`config.mk`:
```
export PLATFORM = sky130hd
export DESIGN_NAME = ldh_ctrl
export DESIGN_NICKNAME = d
export VERILOG_FILES = /design/src/rtl/ldh_ctrl.sv
export SDC_FILE = /design/constraint.sdc
export NUM_CORES = 1
export LEC_CHECK = 0
export CORE_ASPECT_RATIO = 0.75
export CORE_MARGIN = 2
export CORE_UTILIZATION = 36
export CTS_CLUSTER_DIAMETER = 30
export DETAILED_ROUTE_END_ITERATION = 10
export PLACE_DENSITY = 0.77
export SLEW_MARGIN = 25
export SYNTH_ARGS = -nofsm -noshare
export SYNTH_HDL_FRONTEND = slang
export SYNTH_SLANG_ARGS = --single-unit
```
`constraint.sdc`:
```
create_clock -name clk -period 1.72 [get_ports clk]
set_input_delay 0.344 -clock clk [delete_from_list [all_inputs] [get_ports clk]]
set_output_delay 0.344 -clock clk [all_outputs]
set_load 0.01 [all_outputs]
```
`src/rtl/ldh_ctrl.sv`:
```
// ldh_ctrl: halfword load controller with sign/zero extension; optional one-word reuse register under WORD_REUSE_EN
module ldh_ctrl (
  input  logic        clk,
  input  logic        rst_n,
  input  logic        req_valid,
  output logic        req_ready,
  input  logic [31:0] req_addr,
  input  logic        req_signed,
  input  logic        inv,
  output logic        mem_rd,
  output logic [29:0] mem_addr,
  input  logic [31:0] mem_rdata,
  output logic        rsp_valid,
  input  logic        rsp_ready,
  output logic [31:0] rsp_data,
  output logic        rsp_err
);
  typedef enum logic [1:0] {IDLE, READ, WAIT, RESP} state_t;
  state_t state;
  logic   a1;
  logic   sgn;
  function automatic logic [31:0] ext(input logic [31:0] w, input logic hi, input logic s);
    logic [15:0] h;
    h = hi ? w[31:16] : w[15:0];
    return {{16{s & h[15]}}, h};
  endfunction
  assign req_ready = state == IDLE;
`ifdef WORD_REUSE_EN
  logic [29:0] tag;
  logic [31:0] word;
  logic        rv;
  logic        hit;
  assign hit = rv && !inv && tag == req_addr[31:2];
`else
  logic unused_inv;
  assign unused_inv = inv;
`endif
  // request FSM: accept in IDLE, one-cycle read strobe, capture in WAIT, hold response until consumed
  always_ff @(posedge clk or negedge rst_n) begin
    if (!rst_n) begin
      state     <= IDLE;
      mem_rd    <= 1'b0;
      mem_addr  <= '0;
      rsp_valid <= 1'b0;
      rsp_data  <= '0;
      rsp_err   <= 1'b0;
      a1        <= 1'b0;
      sgn       <= 1'b0;
`ifdef WORD_REUSE_EN
      tag       <= '0;
      word      <= '0;
      rv        <= 1'b0;
`endif
    end else begin
      mem_rd <= 1'b0;
      case (state)
        IDLE: if (req_valid) begin
          a1  <= req_addr[1];
          sgn <= req_signed;
          if (req_addr[0]) begin
            state     <= RESP;
            rsp_valid <= 1'b1;
            rsp_err   <= 1'b1;
            rsp_data  <= '0;
`ifdef WORD_REUSE_EN
          end else if (hit) begin
            state     <= RESP;
            rsp_valid <= 1'b1;
            rsp_data  <= ext(word, req_addr[1], req_signed);
`endif
          end else begin
            state    <= READ;
            mem_rd   <= 1'b1;
            mem_addr <= req_addr[31:2];
          end
        end
        READ: state <= WAIT;
        WAIT: begin
          state     <= RESP;
          rsp_valid <= 1'b1;
          rsp_data  <= ext(mem_rdata, a1, sgn);
        end
        RESP: if (rsp_ready) begin
          state     <= IDLE;
          rsp_valid <= 1'b0;
          rsp_err   <= 1'b0;
        end
      endcase
`ifdef WORD_REUSE_EN
      if (state == WAIT) begin
        tag  <= mem_addr;
        word <= mem_rdata;
        rv   <= 1'b1;
      end
      if (inv) rv <= 1'b0;
`endif
    end
  end
endmodule

```
==> flow_summary.yaml, run 1 <==
outcome:
  status: "complete, no violations"
sta:
  setup_tns_ns: 0
  finalHoldViolCount: 0
  skew_ns: 0.00579
  fmax_mhz: 602
  setup_violations: 0
  hold-worst-slack_ns: 0.0263
  report.final.slew_viol_count: 0
  worstMarginPinSlew_ns: 0.380
  period_minus_slack_ns: 1.66
  relSlewSlack_pct: 74.4
  fin_crit_sh_pct: 96.6
  rsz0062_at_grt: "no"
worst_setup_path:
  required_ns: 1.38
  end_kind: "primary output"
  cp_max_fo: 3
  cp_data_arrival_time_ns: 1.32
  r2r_slack_ns: 0.09
  ff2ff_path_depth: 6
  worst-setup-path-type: "reg2out"
  r2r_start: "state[0]"
  start_kind: "flop"
  timing.rr.end: "rsp_data[10]"
grt:
  overflow: 0
  grt_max_degree: 55
  grt_first_pass_wirelength_um: 9140
  antenna_found_initial: 0
  first_global_vias: 2001
  grt.total_usage_pct: 14.7
clock_network:
  clk_pin_slew_ns: 0.09
  cts_max_level: 2
  cts_made_buffers: 5
  clock_path_buffers: 2
  ctsRootBufferMaster: "clkbuf_8"
  cts_tree: "built"
  insertion_delay_ns: 0.30
  holdBufCountCts: 0
  cts_sinks: 54
layout:
  area_delta_synth_final_pct: 60.3
  antenna-diode-count: 0
  post_route_cells_drive_above_1_share_pct: 25.0
  fin_nets: 397
  design_area_um2: 4130
  final_common_cell: "clkdlybuf4s50_1"
  fill_cells: 550
  final_util_pct: 60.1
  fin_cells: 422
  mostFrequentLayoutCells: "clkdlybuf4s50_1, dfrtp_1, mux2_2"
routing:
  via_per_inst: 4.41
  ant_nets: 0
  wl_per_cell_um: 13.4
  drt_iter0_markers: 20
  num_vias: 1860
  routed_wl_um: 5640
  drc: 0
  first_pass_iters: 4
floorplanning:
  ios: 136
  start_util_pct: 37.5
  fp.dieArea_um2: 7850
  core_region_area_um2: 6860
  die_w_um: 102
  die_y_um: 77.2
  fp-row-count: 26
power:
  p_leak_nw: 1.91
  powerDensity_nw_per_um2: 1520
  max-vdd-ir-drop_mv: 0.620
logic_synthesis:
  synth_seq_cells: 54
  synth-main-ff-cell: "dfrtp_1"
  yosys_warnings: 0
  synth_edf_count: 0
  yosysUniqueCellTypes: 29
  netlist_instances: 187
  syn_area_per_cell_um2: 13.8
  synth.cell_area_um2: 2570
  synth_nets: 261
  async_flop_share_pct: 100
  ys_seq_area_share_pct: 52.5
placement:
  portBuffers: 134
  place_area_um2: 3990
  dp_cells: 411
  gp_congestion: 0.721
  dp_hpwl_um: 4210
job:
  max_cap_viol_count: 0
worst_hold_path:
  hp-class: "in2async"
## metrics by stage
| stage | setup WS [ns] | power, mW |
|---|---|---|
| floorplan | 0.0181 | 3.94 |
| global placement | -0.0700 | 5.46 |
| detailed placement | -0.0908 | 5.55 |
| CTS | 0.000815 | 6.40 |
| global route | 0.00562 | 6.72 |
| finish | 0.0577 | 6.29 |
## how the worst max path moves through the flow
stage | from | to
after floorplan | state[0] | rsp_data[10]
after global placement | req_valid | rsp_data[3]
after detailed placement | req_valid | rsp_data[2]
after CTS | rsp_data[30] | rsp_data[23]
after global routing | state[0] | rsp_data[2]
final | rsp_data[30] | rsp_data[31]
## where the power goes
group	total, mW	internal (mW)	switching (mW)
clock	0.827	0.435	0.393
sequential	2.07	1.81	0.263
combinational	3.39	2.09	1.30
## cells by family after synthesis
group / after synthesis / share of synthesized area (%)
mux: 65 / 29.3
flops: 54 / 52.5
buf+inv: 29 / 8.56
simple gates: 23 / 4.28
compound gates: 12 / 3.45
fa+ha+maj: 4 / 1.94
## repair_timing
action,4_1_cts,5_1_grt
setup endpoints to repair,18,6
gates cloned,0,0
resized for setup,11,6
buffers inserted,3,0
## worst max-delay path: stages (launching register included)
cell             delay [ns]
dfrtp_2                0.41
buf_4                  0.14
clkdlybuf4s50_1        0.47
## synthesized netlist by cell type (2+ instances only)
cell type / n / area [um^2]
mux2_2: 37 / 417
nor2_1: 15 / 56.3
mux2i_1: 16 / 160
inv_1: 5 / 18.8
buf_4: 17 / 128
buf_6: 4 / 45.0
ha_1: 4 / 50.1
o21ai_0: 2 / 10.0
mux2_4: 11 / 165
dfrtp_1: 54 / 1350
o31ai_1: 3 / 22.5
a21oi_1: 2 / 10.0
## state kept, by name, indices dropped and copies added, names as in the netlist
register and count:
mem_addr 30, rsp_data 17, state 2, a1 1, mem_rd 1, rsp_err 1, rsp_valid 1, sgn 1
## layer usage
layer | routed length (um) | up-vias | GRT usage (%)
met1 | 2430 | 881 | 17.0
met2 | 2790 | 69 | 26.4
met4 | 36 | 0 | 3.65
li1 | - | 906 | -
met5 | 0 | - | 0
met3 | 388 | 4 | 4.38
## layout make-up
cell class | count | area, um^2 | share of cell area (%)
clock inverter | 2 | 37.5 | 0.910
tap | 98 | 123 | 2.97
timing repair buffer | 152 | 1510 | 36.7
multi-input combinational | 104 | 1000 | 24.3
sequential | 54 | 1350 | 32.8
inverter | 6 | 22.5 | 0.546
clock buffer | 6 | 72.6 | 1.76
Note: power is estimated with default switching activity, not from simulation.
==> run 2, diff against run 1 <==
--- a/config.mk
+++ b/config.mk
@@ -11,7 +11,7 @@
 export CTS_CLUSTER_DIAMETER = 30
 export DETAILED_ROUTE_END_ITERATION = 10
 export PLACE_DENSITY = 0.77
-export SLEW_MARGIN = 25
+export SLEW_MARGIN = 20
 export SYNTH_ARGS = -nofsm -noshare
 export SYNTH_HDL_FRONTEND = slang
 export SYNTH_SLANG_ARGS = --single-unit
==> results of run 2 <==
The final DEF is identical to that of run 1; final timing and power are the same.
==> RTL change (config.mk and constraints of run 2) <==
Add a define of `WORD_REUSE_EN`.
--- a/src/rtl/ldh_ctrl.sv
+++ b/src/rtl/ldh_ctrl.sv
@@ -1,4 +1,6 @@
 // ldh_ctrl: halfword load controller with sign/zero extension; optional one-word reuse register under WORD_REUSE_EN
+`define WORD_REUSE_EN
+
 module ldh_ctrl (
   input  logic        clk,
   input  logic        rst_n,
Formal check against the unedited RTL: not equivalent (Yosys sat finds a counterexample within 10 cycles, from zero or initial values and one cycle with rst_n low).
==> RTL change against run 2 <==
The run now ends with negative setup slack left. Count of clock-buffer cells in the layout is 12 higher. Final area is 93% higher. Hold slack better by 290 ps. Total power is 150% higher. Maximum frequency is 20% lower. Critical path depth is 6 higher. Sequential power is 140% higher. Final cell count is 82% higher. Routed wire length is 140% higher. Area after synthesis is 110% higher. Setup slack worse by 420 ps. Largest cell class is now sequential cells. Sequential cell count is 63 higher. Register-to-register slack worse by 450 ps.
==> RTL change: results <==
[outcome]
status = "finished, violations left"
violations = "negative setup slack"

[global_route]
grt_pass1_wl_mm = 21.5
grtUsageTotal_pct = 16.6
use_met3_pct = 3.70
use_met2_pct = 27.3

[power]
pg_clk_mw = 3.46
p_seq_mw = 5.04

[synth]
synth_cell_type_count = 32
synth.top_cells.by_area = "dfrtp_1, mux2_2, xnor2_1"
ys_seq_area_share_pct = 53.6
synth_commonest_cells = "mux2_2, dfrtp_1, xnor2_1, nand2_1, mux2i_1"
synthXorXnorAreaFrac_pct = 4.81
synth-compound-area-share_pct = 2.89
synth_fp_nets = 474
synth_mux_area_share_pct = 29.7

[route]
routedWlPerCell_um = 17.4
wl_met1_mm = 6.31
drt-initial-drc-count = 127

[final_layout]
layout-drive-gt1-share_pct = 37.0
regArea_um2 = 2930
nClkBuffers = 18
buf_share_pct = 21.9
clkCellAreaFrac_pct = 7.24
multiInputGateArea_um2 = 2440

[placed_design]
dp_hpwl_mm = 8.89
port_buffers = 135

[sta]
finalSetupViolCount = 49
layout_setup_ws_ps = -367

[setup_path]
cpPeakStageDelay_ps = 540
crit_fanout = 10

[clock_tree]
cts_root_buf = "clkbuf_16"
cts_made_buffers = 17
post_cts_buffers = 6
clkLatencyLatePin_ps = 410
==> RTL change: kinds of logic (layout without fill, tap and decap cells) <==
family	after synthesis	in the layout
DFF	117	117
AOI/OAI and AO/OA	26	27
adders and majority gates	4	4
and+or+nand+nor	42	42
buffers and inverters	38	207
xor gates and xnor gates	30	30
muxes	143	143
==> RTL change: how the worst max path moves through the flow <==
stage | slack [ps] | start | depth (start not counted) | to
after floorplan | -180 | tag[2] | 7 | rsp_data[10]
after global placement | -980 | req_addr[9] | 7 | mem_addr[9]
after detailed placement | -1000 | req_addr[29] | 7 | mem_addr[12]
after CTS | -310 | tag[28] | 7 | rsp_data[5]
after global routing | -460 | req_addr[28] | 8 | rsp_data[10]
final | -370 | req_addr[28] | 8 | rsp_data[10]
==> RTL change: per-stage QoR <==
stage	power (mW)	instances
floorplan	9.13	400
global placement	11.6	727
detailed placement	11.8	727
CTS	15.5	768
global route	16.3	770
finish	15.5	770
